**src/rtl/flash_sample_reader.sv**
```systemverilog
// Avalon-MM read initiator: fetches 32-bit flash words and plays their two
// 16-bit signed halves (low first) into the audio core, scaled by VOL_SHIFT.
module flash_sample_reader #(
    parameter int NUM_WORDS = 1048576,
    parameter int VOL_SHIFT = 6
) (
    input  logic        clk,
    input  logic        rst_n,
    input  logic [1:0]  mode,
    output logic        flash_mem_read,
    output logic [22:0] flash_mem_address,
    input  logic        flash_mem_waitrequest,
    input  logic [31:0] flash_mem_readdata,
    input  logic        flash_mem_readdatavalid,
    output logic        flash_mem_write,
    output logic        flash_mem_burstcount,
    output logic [3:0]  flash_mem_byteenable,
    output logic [31:0] flash_mem_writedata,
    input  logic        write_ready,
    output logic        write,
    output logic [15:0] writedata_left,
    output logic [15:0] writedata_right,
    output logic        wrap_pulse
);

    localparam logic [2:0] RD_REQ   = 3'd0;
    localparam logic [2:0] RD_WAIT  = 3'd1;
    localparam logic [2:0] LOAD     = 3'd2;
    localparam logic [2:0] WAIT_RDY = 3'd3;
    localparam logic [2:0] WRITE    = 3'd4;
    localparam logic [2:0] ADVANCE  = 3'd5;
    localparam logic [2:0] NEXT     = 3'd6;

    localparam logic [1:0] MODE_CHIP = 2'b01;
    localparam logic [1:0] MODE_SLOW = 2'b10;

    localparam logic [22:0] LAST_ADDR = 23'(NUM_WORDS - 1);

    logic [2:0]  r_state;
    logic        r_read;
    logic [22:0] r_addr;
    logic [31:0] r_buf;
    logic [1:0]  r_mode;
    logic        r_half;
    logic        r_rep;
    logic        r_write;
    logic [15:0] r_sample;
    logic        r_wrap;
    logic [15:0] w_sample;

    function automatic logic [15:0] vol_scale(input logic [15:0] s);
        logic signed [15:0] v;
        v = $signed(s) >>> VOL_SHIFT;
        return v;
    endfunction

    assign w_sample = r_half ? r_buf[31:16] : r_buf[15:0];

    assign flash_mem_read       = r_read;
    assign flash_mem_address    = r_addr;
    assign flash_mem_write      = 1'b0;
    assign flash_mem_burstcount = 1'b1;
    assign flash_mem_byteenable = 4'hF;
    assign flash_mem_writedata  = 32'd0;
    assign write                = r_write;
    assign writedata_left       = r_sample;
    assign writedata_right      = r_sample;
    assign wrap_pulse           = r_wrap;

    always_ff @(posedge clk or negedge rst_n) begin
        if (!rst_n) begin
            r_state  <= RD_REQ;
            r_read   <= 1'b0;
            r_addr   <= 23'd0;
            r_buf    <= 32'd0;
            r_mode   <= 2'b00;
            r_half   <= 1'b0;
            r_rep    <= 1'b0;
            r_write  <= 1'b0;
            r_sample <= 16'd0;
            r_wrap   <= 1'b0;
        end else begin
            r_wrap <= 1'b0;
            case (r_state)
                RD_REQ: begin
                    if (!r_read) begin
                        r_read <= 1'b1;
                    end else if (!flash_mem_waitrequest) begin
                        r_read <= 1'b0;
                        // zero-latency slave: data may arrive with the accept
                        if (flash_mem_readdatavalid) begin
                            r_buf   <= flash_mem_readdata;
                            r_mode  <= mode;
                            r_half  <= 1'b0;
                            r_rep   <= 1'b0;
                            r_state <= LOAD;
                        end else begin
                            r_state <= RD_WAIT;
                        end
                    end
                end
                RD_WAIT: begin
                    if (flash_mem_readdatavalid) begin
                        r_buf   <= flash_mem_readdata;
                        r_mode  <= mode;
                        r_half  <= 1'b0;
                        r_rep   <= 1'b0;
                        r_state <= LOAD;
                    end
                end
                LOAD: begin
                    r_sample <= vol_scale(w_sample);
                    r_state  <= WAIT_RDY;
                end
                WAIT_RDY: begin
                    if (write_ready) begin
                        r_write <= 1'b1;
                        r_state <= WRITE;
                    end
                end
                WRITE: begin
                    if (!write_ready) begin
                        r_write <= 1'b0;
                        r_state <= ADVANCE;
                    end
                end
                ADVANCE: begin
                    case (r_mode)
                        MODE_CHIP: r_state <= NEXT;
                        MODE_SLOW: begin
                            if (!r_rep) begin
                                r_rep   <= 1'b1;
                                r_state <= LOAD;
                            end else begin
                                r_rep <= 1'b0;
                                if (!r_half) begin
                                    r_half  <= 1'b1;
                                    r_state <= LOAD;
                                end else begin
                                    r_state <= NEXT;
                                end
                            end
                        end
                        default: begin
                            if (!r_half) begin
                                r_half  <= 1'b1;
                                r_state <= LOAD;
                            end else begin
                                r_state <= NEXT;
                            end
                        end
                    endcase
                end
                NEXT: begin
                    if (r_addr == LAST_ADDR) begin
                        r_addr <= 23'd0;
                        r_wrap <= 1'b1;
                    end else begin
                        r_addr <= r_addr + 23'd1;
                    end
                    r_read  <= 1'b1;
                    r_state <= RD_REQ;
                end
                default: r_state <= RD_REQ;
            endcase
        end
    end

endmodule
```
**config.mk**
```make
export PLATFORM = sky130hd
export DESIGN_NAME = flash_sample_reader
export DESIGN_NICKNAME = d
export VERILOG_FILES = /design/src/rtl/flash_sample_reader.sv
export SDC_FILE = /design/constraint.sdc
export NUM_CORES = 1
export LEC_CHECK = 0
export CORE_MARGIN = 2
export CORE_UTILIZATION = 44
export DETAILED_ROUTE_END_ITERATION = 8
export GPL_ROUTABILITY_DRIVEN = 0
export PLACE_DENSITY = 0.81
export RECOVER_POWER = 25
export SYNTH_ARGS = -nofsm -noshare
export SYNTH_HDL_FRONTEND = slang
export SYNTH_SLANG_ARGS = --single-unit
```
**constraint.sdc**
```tcl
create_clock -name clk -period 2.1 [get_ports clk]
set_clock_uncertainty 0.05 [all_clocks]
set_input_delay 0.21 -clock clk [delete_from_list [all_inputs] [get_ports clk]]
set_output_delay 0.21 -clock clk [all_outputs]
set_load 0.02 [all_outputs]
```
==> results of run 1 <==
-- worst min-delay path by stage --
stage,from,endpoint,slack (ns),depth (start not counted)
global route,flash_mem_readdata[15],r_buf[15],0.42,2
CTS,rst_n,writedata_left[2],0.33,2
global placement,rst_n,writedata_left[2],0.16,1
finish,flash_mem_readdata[23],r_buf[23],0.43,2
detailed placement,rst_n,writedata_left[2],0.16,1
floorplan,rst_n,flash_mem_address[0],-0.14,0
-- power by group through the flow --
stage          clock network [mW]  logic [mW]  registers [mW]
2_1_floorplan                   0        1.71            2.06
3_3_place_gp                    0        2.41            1.98
3_5_place_dp                    0        2.48            2.01
4_1_cts                      1.11        2.49            1.99
5_1_grt                      1.15        2.66            2.06
6_report                     1.07        2.46            1.99
-- cells by family after synthesis --
logic type	after synthesis	share of synthesized area (%)
compound gates	40	7.31
xor+xnor	15	3.80
fa+ha+maj	3	1.09
buf+inv	78	15.6
flops	63	45.6
mux	36	11.3
other cells	2	0.217
simple gates	88	15.2
-- timing repair --
action	in CTS	in global routing
hold buffers	1	0
hold endpoints to repair	20	0
setup endpoints to repair	0	0
-- stage by stage --
stage | hold WS [ns] | utilization [%]
after global routing | 0.425 | 57.0
after CTS | 0.333 | 57.0
after global placement | 0.155 | 54.2
after floorplan | -0.136 | -
after detailed placement | 0.163 | 54.2
final | 0.432 | 57.0
-- per-layer routing --
| layer | part of all wire (%) | vias to the layer above | global-route usage [%] |
|---|---|---|---|
| met5 | 0 | - | 0 |
| met4 | 2.1 | 0 | 7.84 |
| met3 | 4.1 | 12 | 2.36 |
| met2 | 50 | 76 | 28.3 |
| met1 | 43 | 1206 | 22.3 |
| li1 | - | 1186 | - |
-- registers in the layout (all words and copies together), names as in the netlist --
register,cells
flash_mem_address,23
write,1
r_buf,20
flash_mem_read,1
r_half,1
r_rep,1
wrap_pulse,1
r_mode,2
r_state,3
writedata_left,10
-- synth_stat cells (2+ instances only) --
cell type and instances:
nor2_1 23, mux2_2 25, nor4_4 2, nand2_1 13
conb_1 2, dfrtp_1 63, xnor2_1 10, inv_1 6
o21ai_0 7, buf_2 3, and4_1 2, ha_1 3
mux2i_1 11, o22ai_1 2, and2_1 2, clkbuf_1 5
nand3_1 10, a21oi_1 16, a31oi_1 3, buf_6 2
nand4_1 8, nor3_1 9, or3_1 3, xor2_1 5
and3_1 5, buf_4 60
-- cell usage in the layout (no fill, tap or decap), drive strengths merged, types with 11 or more instances in the layout --
cell / n
a21oi: 16
mux2i: 11
mux2: 25
nor2: 23
buf: 12
conb: 38
clkdlybuf4s50: 83
nand2: 13
dfrtp: 63
nand3: 11
clkbuf: 11
-- critical path, cell delays in order, from the launching register on --
cell and delay, ns:
dfrtp_1 0.44, or4b_4 0.57, nor4_4 0.30, a31oi_1 0.15
mux2_2 0.27
-- final cells by class --
type | instances | share of cell area [%]
Clock buffer | 10 | 3.14
Tap cell | 102 | 2.91
Sequential cell | 63 | 36.0
Multi-Input combinational cell | 220 | 33.9
Inverter | 7 | 0.628
Clock inverter | 6 | 1.54
Timing Repair Buffer | 97 | 21.9
==> impl_metrics.yaml, run 1 <==
power:
  swShare_pct: 37.3
  power.leakage_nw: 1.96
  netSwitchingPower_mw: 2.06
  clkPwrFrac_pct: 19.5
  seq_power_share_pct: 36.0
  intPower_mw: 3.46
  total_power_mw: 5.52
  power_density_nw_per_um2: 1260
  combPwrFrac_pct: 44.6
  ir_worst_vdd_uv: 779
logic_synthesis:
  synth_flop_cell: "dfrtp_1"
  yosys.area.top_type_share_pct: 45.6
  synth_area_leaders: "dfrtp_1, buf_4, mux2_2"
  synth_cells: 325
  synth.distinct_cells: 51
  netlist_area_um2: 3460
  synthArstFlopShare_pct: 100
  yosys_warnings: 0
  synth-seq-area-share_pct: 45.6
  synth-seq-cells: 63
  syn_avg_cell_area_um2: 10.6
  synth_top_area_cell: "dfrtp_1"
  synth_edf_count: 0
route:
  drc_errors: 0
  vias_per_cell: 4.91
  ant_nets: 0
  avgRoutedWirePerCell_um: 13.6
  drt_iter0_drc: 131
  first_pass_iters: 4
  vias: 2480
  routed_wl_um: 6850
placement:
  place_inst: 488
  place_ws_ns: 0.146
  hpwl_um: 5030
  place_area_um2: 4170
  io_buffer_count: 84
sta:
  setup_tns_ns: 0
  period_needed_ns: 1.89
  fmax_mhz: 529
  timing.final.ws_setup_ns: 0.211
  rsz0062_at_grt: "no"
  hold_viol: 0
  maxSlewHeadroom_pct: 16.0
  finalSetupViolations: 0
  tightest_slew_ns: 1.26
  slew_violations: 0
  post-route-period-util_pct: 90.0
worst_setup_path:
  cp-endpoint: "flash_mem_address[0]"
  r2r_setup_slack_ns: 0.21
  endpoint_kind: "register"
  critPathRequiredTime_ns: 2.26
  critPathMaxFanout: 6
  rr_startpoint: "flash_mem_address[21]"
  ff2ff_path_depth: 4
  worstPathArrival_ns: 2.05
  timing.rr.end: "flash_mem_address[0]"
  cp-startpoint: "flash_mem_address[21]"
  critPathKind: "reg2reg"
  cp-start-kind: "register"
clocking:
  cts_buffers: 9
  tritoncts: "done"
  cts_resized: 0
  postCtsSetupBuffers: 0
  clk_latency_ns: 0.33
  clock-sinks: 63
  ctsHtreeMaxLevel: 3
  cts_buffer_depth: 2
  clk_pin_slew_ns: 0.08
  clock-root-buffer: "clkbuf_8"
global_routing:
  grt_pass1_vias: 2472
  grt_antenna_before_repair: 0
  grt_max_degree: 44
  overflow: 0
  grt_pass1_wl_um: 11800
  grt_usage_pct: 17.1
cells_and_area:
  seqCellArea_um2: 1580
  drive_gt1_share_pct: 16.4
  diodes: 0
  fin_cells: 505
  fill_cells: 656
  design_area_um2: 4380
  area_growth_pct: 26.7
  multiInputGateArea_um2: 1490
  finalNetCount: 440
die:
  die-width_um: 92.7
  die_y_um: 92.7
  core_area_um2: 7690
  io_pins: 135
  initial_core_util_pct: 45.0
  rows: 32
  die_area_um2: 8590
status:
  status: "finished, final reports clean"
min_path:
  hold_class: "in2reg"
job:
  drv_cap: 0
No activity file was read; power rests on OpenSTA's default activity.
==> run 2: changes to the inputs <==
CORE_UTILIZATION = 45   (was 44)
CTS_BUF_LIST = sky130_fd_sc_hd__clkbuf_4   (was default)
PLACE_DENSITY = 0.82   (was 0.81)
==> run 2 against run 1 <==
First-iteration DRC count shrank 11%. Wire length grew 2.2%. Sequential power is essentially flat. Critical path depth grew 2. Final area shrank 1.9%. Power shrank 4.2%. Via count grew 0.97%. Sequential share of layout area grew 0.69 points. Register-to-register slack lost 0.08 ns. Highest routed layer unchanged. Combinational power shrank 2%.
==> impl_metrics.yaml, run 2 (synthesized netlist as in run 1, its figures left out) <==
cells_and_area:
  diodes: 0
  area_growth_pct: 24.3
  drive_gt1_share_pct: 15.8
  finalNetCount: 437
  fin_util_pct: 58.6
  largest_register_ff_count: 23
  layout_commonest_cell: "clkdlybuf4s50_1"
  mostFrequentLayoutCells: "clkdlybuf4s50_1, dfrtp_1, conb_1"
  fin_cells: 499
clocking:
  clock-root-buffer: "clkbuf_4"
  cts_buffer_depth: 2
  ctsHoldBuffers: 1
  cts_resized: 0
  cts_buffers: 9
  clock-sinks: 63
  clk_latency_ns: 0.40
  ctsHtreeMaxLevel: 3
  clk_pin_slew_ns: 0.13
  tritoncts: "done"
  postCtsSetupBuffers: 0
worst_setup_path:
  critPathKind: "reg2reg"
  worstPathArrival_ns: 2.21
  crit_path_cell_trace: "ha_1, nand3_1, nor4_4, buf_4, nand3_2, mux2_2"
  critPathRequiredTime_ns: 2.34
  endpoint_kind: "register"
  cpPeakStageDelay_ns: 0.48
  ff2ff_path_depth: 6
  cp-start-kind: "register"
  cp_slowest_cell: "dfrtp_1"
  critPathMaxFanout: 9
placement:
  place_inst: 482
  hpwl_um: 5170
  io_buffer_count: 84
job:
  drv_cap: 0
global_routing:
  grt_usage_pct: 17.2
  grt_antenna_before_repair: 0
  grt_pass1_wl_um: 11600
  grt_max_degree: 39
  overflow: 0
  grt_pass1_vias: 2403
route:
  avgRoutedWirePerCell_um: 14.0
  vias_per_cell: 5.02
  first_pass_iters: 4
  drc_errors: 0
  ant_nets: 0
  routed_wl_um: 7000
  vias: 2504
  drt_iter0_drc: 117
power:
  total_power_mw: 5.29
  ir_worst_vdd_uv: 772
  power_density_nw_per_um2: 1230
  power.leakage_nw: 1.92
sta:
  fmax_mhz: 508
  tightest_slew_ns: 1.41
  post-route-period-util_pct: 93.7
  period_needed_ns: 1.97
  finalSetupViolations: 0
  maxSlewHeadroom_pct: 5.87
  rsz0062_at_grt: "no"
  setup_tns_ns: 0
  hold_viol: 0
  slew_violations: 0
  whs_ns: 0.356
die:
  initial_core_util_pct: 47.2
  io_pins: 135
  die_area_um2: 8410
  die-width_um: 91.7
  die_y_um: 91.7
  rows: 31
  core_area_um2: 7330
status:
  status: "finished, final reports clean"
min_path:
  hold_depth: 2
  hold_class: "in2reg"
[run 2: per-layer routing]
layer,GRT usage [%],vias up,wire length [um]
li1,-,1173,-
met5,0,-,0
met4,7.20,0,104
met3,3.20,11,317
met1,21.6,1240,2930
met2,29.0,80,3650
[run 2: worst max-delay path: cells and delay by family (launching register included)]
family | cells | cell delay [ns]
fa+ha+maj | 1 | 0.27
flops | 1 | 0.48
mux | 1 | 0.28
simple gates | 3 | 0.57
buf+inv | 1 | 0.22
[run 2: final cells by class]
type | instances | area (um2)
Fill cell | 628 | 3030
Sequential cell | 63 | 1580
Multi-Input combinational cell | 220 | 1490
Timing Repair Buffer | 94 | 937
Tap cell | 99 | 124
Clock inverter | 7 | 81.3
Clock buffer | 9 | 67.6
Inverter | 7 | 27.5
[run 2: power by group]
| group | switching, mW | internal [mW] | total [mW] |
|---|---|---|---|
| Sequential | 0.393 | 1.61 | 2.01 |
| Clock | 0.491 | 0.377 | 0.868 |
| Combinational | 1.18 | 1.24 | 2.42 |
| Total | 2.07 | 3.23 | 5.29 |
[run 2: metrics by stage]
step                instance area (um2)  worst slack [ns]
CTS                                4300             0.129
detailed placement                 4140             0.107
floorplan                          3590             0.170
finish                             4300             0.133
global route                       4300            0.0459
global placement                   4140             0.163
[run 2: worst paths after layout]
path                       slack, ns                     to              startpoint
max                             0.13  flash_mem_address[20]    flash_mem_address[0]
min                             0.36              r_buf[28]  flash_mem_readdata[28]
max reg2reg                     0.13  flash_mem_address[20]    flash_mem_address[0]
min reg2reg                     0.46  flash_mem_address[18]   flash_mem_address[18]
max in group asynchronous       0.52             r_state[0]                   rst_n
min in group asynchronous       0.61               r_buf[8]                   rst_n
==> run 3: changes to the inputs <==
MAX_ROUTING_LAYER = met4   (was default)
==> run 3 against run 2 <==
First-iteration DRC count shrank 6.0%. Worst hold slack is essentially flat. Global-route usage grew 0.40 points. Maximum frequency grew 0.14%. Critical path depth is the same. Final cell count is the same.
==> impl_metrics.yaml, run 3 (synthesized netlist as in run 1, its figures left out) <==
cells_and_area:
  fill_cells: 628
  finalNetCount: 437
  area_growth_pct: 24.3
  seqCellArea_um2: 1580
  layout_commonest_cell: "clkdlybuf4s50_1"
  largest_register_ff_count: 23
  mostFrequentLayoutCells: "clkdlybuf4s50_1, dfrtp_1, conb_1"
  drive_gt1_share_pct: 15.8
  multiInputGateArea_um2: 1490
  fin_cells: 499
  fin_util_pct: 58.6
  diodes: 0
  design_area_um2: 4300
placement:
  place_area_um2: 4140
  place_ws_ns: 0.107
  io_buffer_count: 84
  place_inst: 482
  hpwl_um: 5170
clocking:
  clock-root-buffer: "clkbuf_4"
  cts_buffer_depth: 2
  cts_resized: 0
  clk_pin_slew_ns: 0.13
  clk_latency_ns: 0.40
  ctsHtreeMaxLevel: 3
  clock-sinks: 63
  cts_buffers: 9
  postCtsSetupBuffers: 0
  tritoncts: "done"
die:
  die_area_um2: 8410
  rows: 31
  initial_core_util_pct: 47.2
  io_pins: 135
  die-width_um: 91.7
  die_y_um: 91.7
  core_area_um2: 7330
worst_setup_path:
  cp-start-kind: "register"
  critPathKind: "reg2reg"
  cp_slowest_cell: "dfrtp_1"
  critPathRequiredTime_ns: 2.34
  crit_path_cell_trace: "ha_1, nand3_1, nor4_4, buf_4, nand3_2, mux2_2"
  endpoint_kind: "register"
  cpPeakStageDelay_ns: 0.47
  worstPathArrival_ns: 2.21
  critPathMaxFanout: 9
job:
  drv_cap: 0
sta:
  setup_tns_ns: 0
  fmax_mhz: 509
  rsz0062_at_grt: "no"
  timing.final.ws_setup_ns: 0.135
  whs_ns: 0.357
  post-route-period-util_pct: 93.6
  tightest_slew_ns: 1.40
  finalSetupViolations: 0
  slew_violations: 0
  period_needed_ns: 1.96
  hold_viol: 0
  maxSlewHeadroom_pct: 6.45
global_routing:
  grt_usage_pct: 17.6
  grt_max_degree: 39
  grt_antenna_before_repair: 0
  grt_pass1_wl_um: 11600
  overflow: 0
  grt_pass1_vias: 2405
power:
  power_density_nw_per_um2: 1230
  ir_worst_vdd_uv: 774
  power.leakage_nw: 1.92
  total_power_mw: 5.29
route:
  drc_errors: 0
  vias_per_cell: 5.05
  routed_wl_um: 7020
  avgRoutedWirePerCell_um: 14.1
  drt_iter0_drc: 110
  first_pass_iters: 4
  ant_nets: 0
  vias: 2520
status:
  status: "finished, final reports clean"
min_path:
  hold_class: "in2reg"
run 3: per-layer routing:
metal	vias to the layer above	GRT usage [%]	part of all wire, %
met5	-	-	0
met4	0	7.20	1.2
met3	11	2.96	4.6
met2	91	29.1	53
met1	1243	21.4	42
li1	1175	-	-
run 3: worst max-delay path, delay by kind of cell, from the launching register on:
kind          cells  cell delay [ns]
mux               1             0.28
flops             1             0.47
simple gates      3             0.57
buf+inv           1             0.23
fa+ha+maj         1             0.26
run 3: final cells by class:
type,instances,area share [%]
clock inverters,7,1.89
inverters,7,0.640
repair buffers,94,21.8
flip-flops and latches,63,36.7
multi-input cells,220,34.5
well taps,99,2.88
clock buffers,9,1.57
run 3: report_power, final:
| group | leakage (nW) | switching [mW] | internal [mW] |
|---|---|---|---|
| Combinational | 1.06 | 1.18 | 1.24 |
| Sequential | 0.784 | 0.395 | 1.61 |
| Clock | 0.0771 | 0.489 | 0.377 |
run 3: path summary, 6_finish.rpt:
path                                         end  slack [ns]                    from  cells past startpoint
max                        flash_mem_address[20]        0.14    flash_mem_address[0]                      6
min                                    r_buf[28]        0.36  flash_mem_readdata[28]                      2
max reg2reg                flash_mem_address[20]        0.14    flash_mem_address[0]                      6
min reg2reg                flash_mem_address[18]        0.46   flash_mem_address[18]                      1
max in group asynchronous               r_buf[9]        0.52                   rst_n                      3
min in group asynchronous      writedata_left[2]        0.61                   rst_n                      2
run 3: repair_timing:
| action | in CTS | in global routing |
|---|---|---|
| endpoints found under the setup margin | 0 | 0 |
| endpoints found under the hold margin | 25 | 0 |
| hold buffers | 1 | 0 |
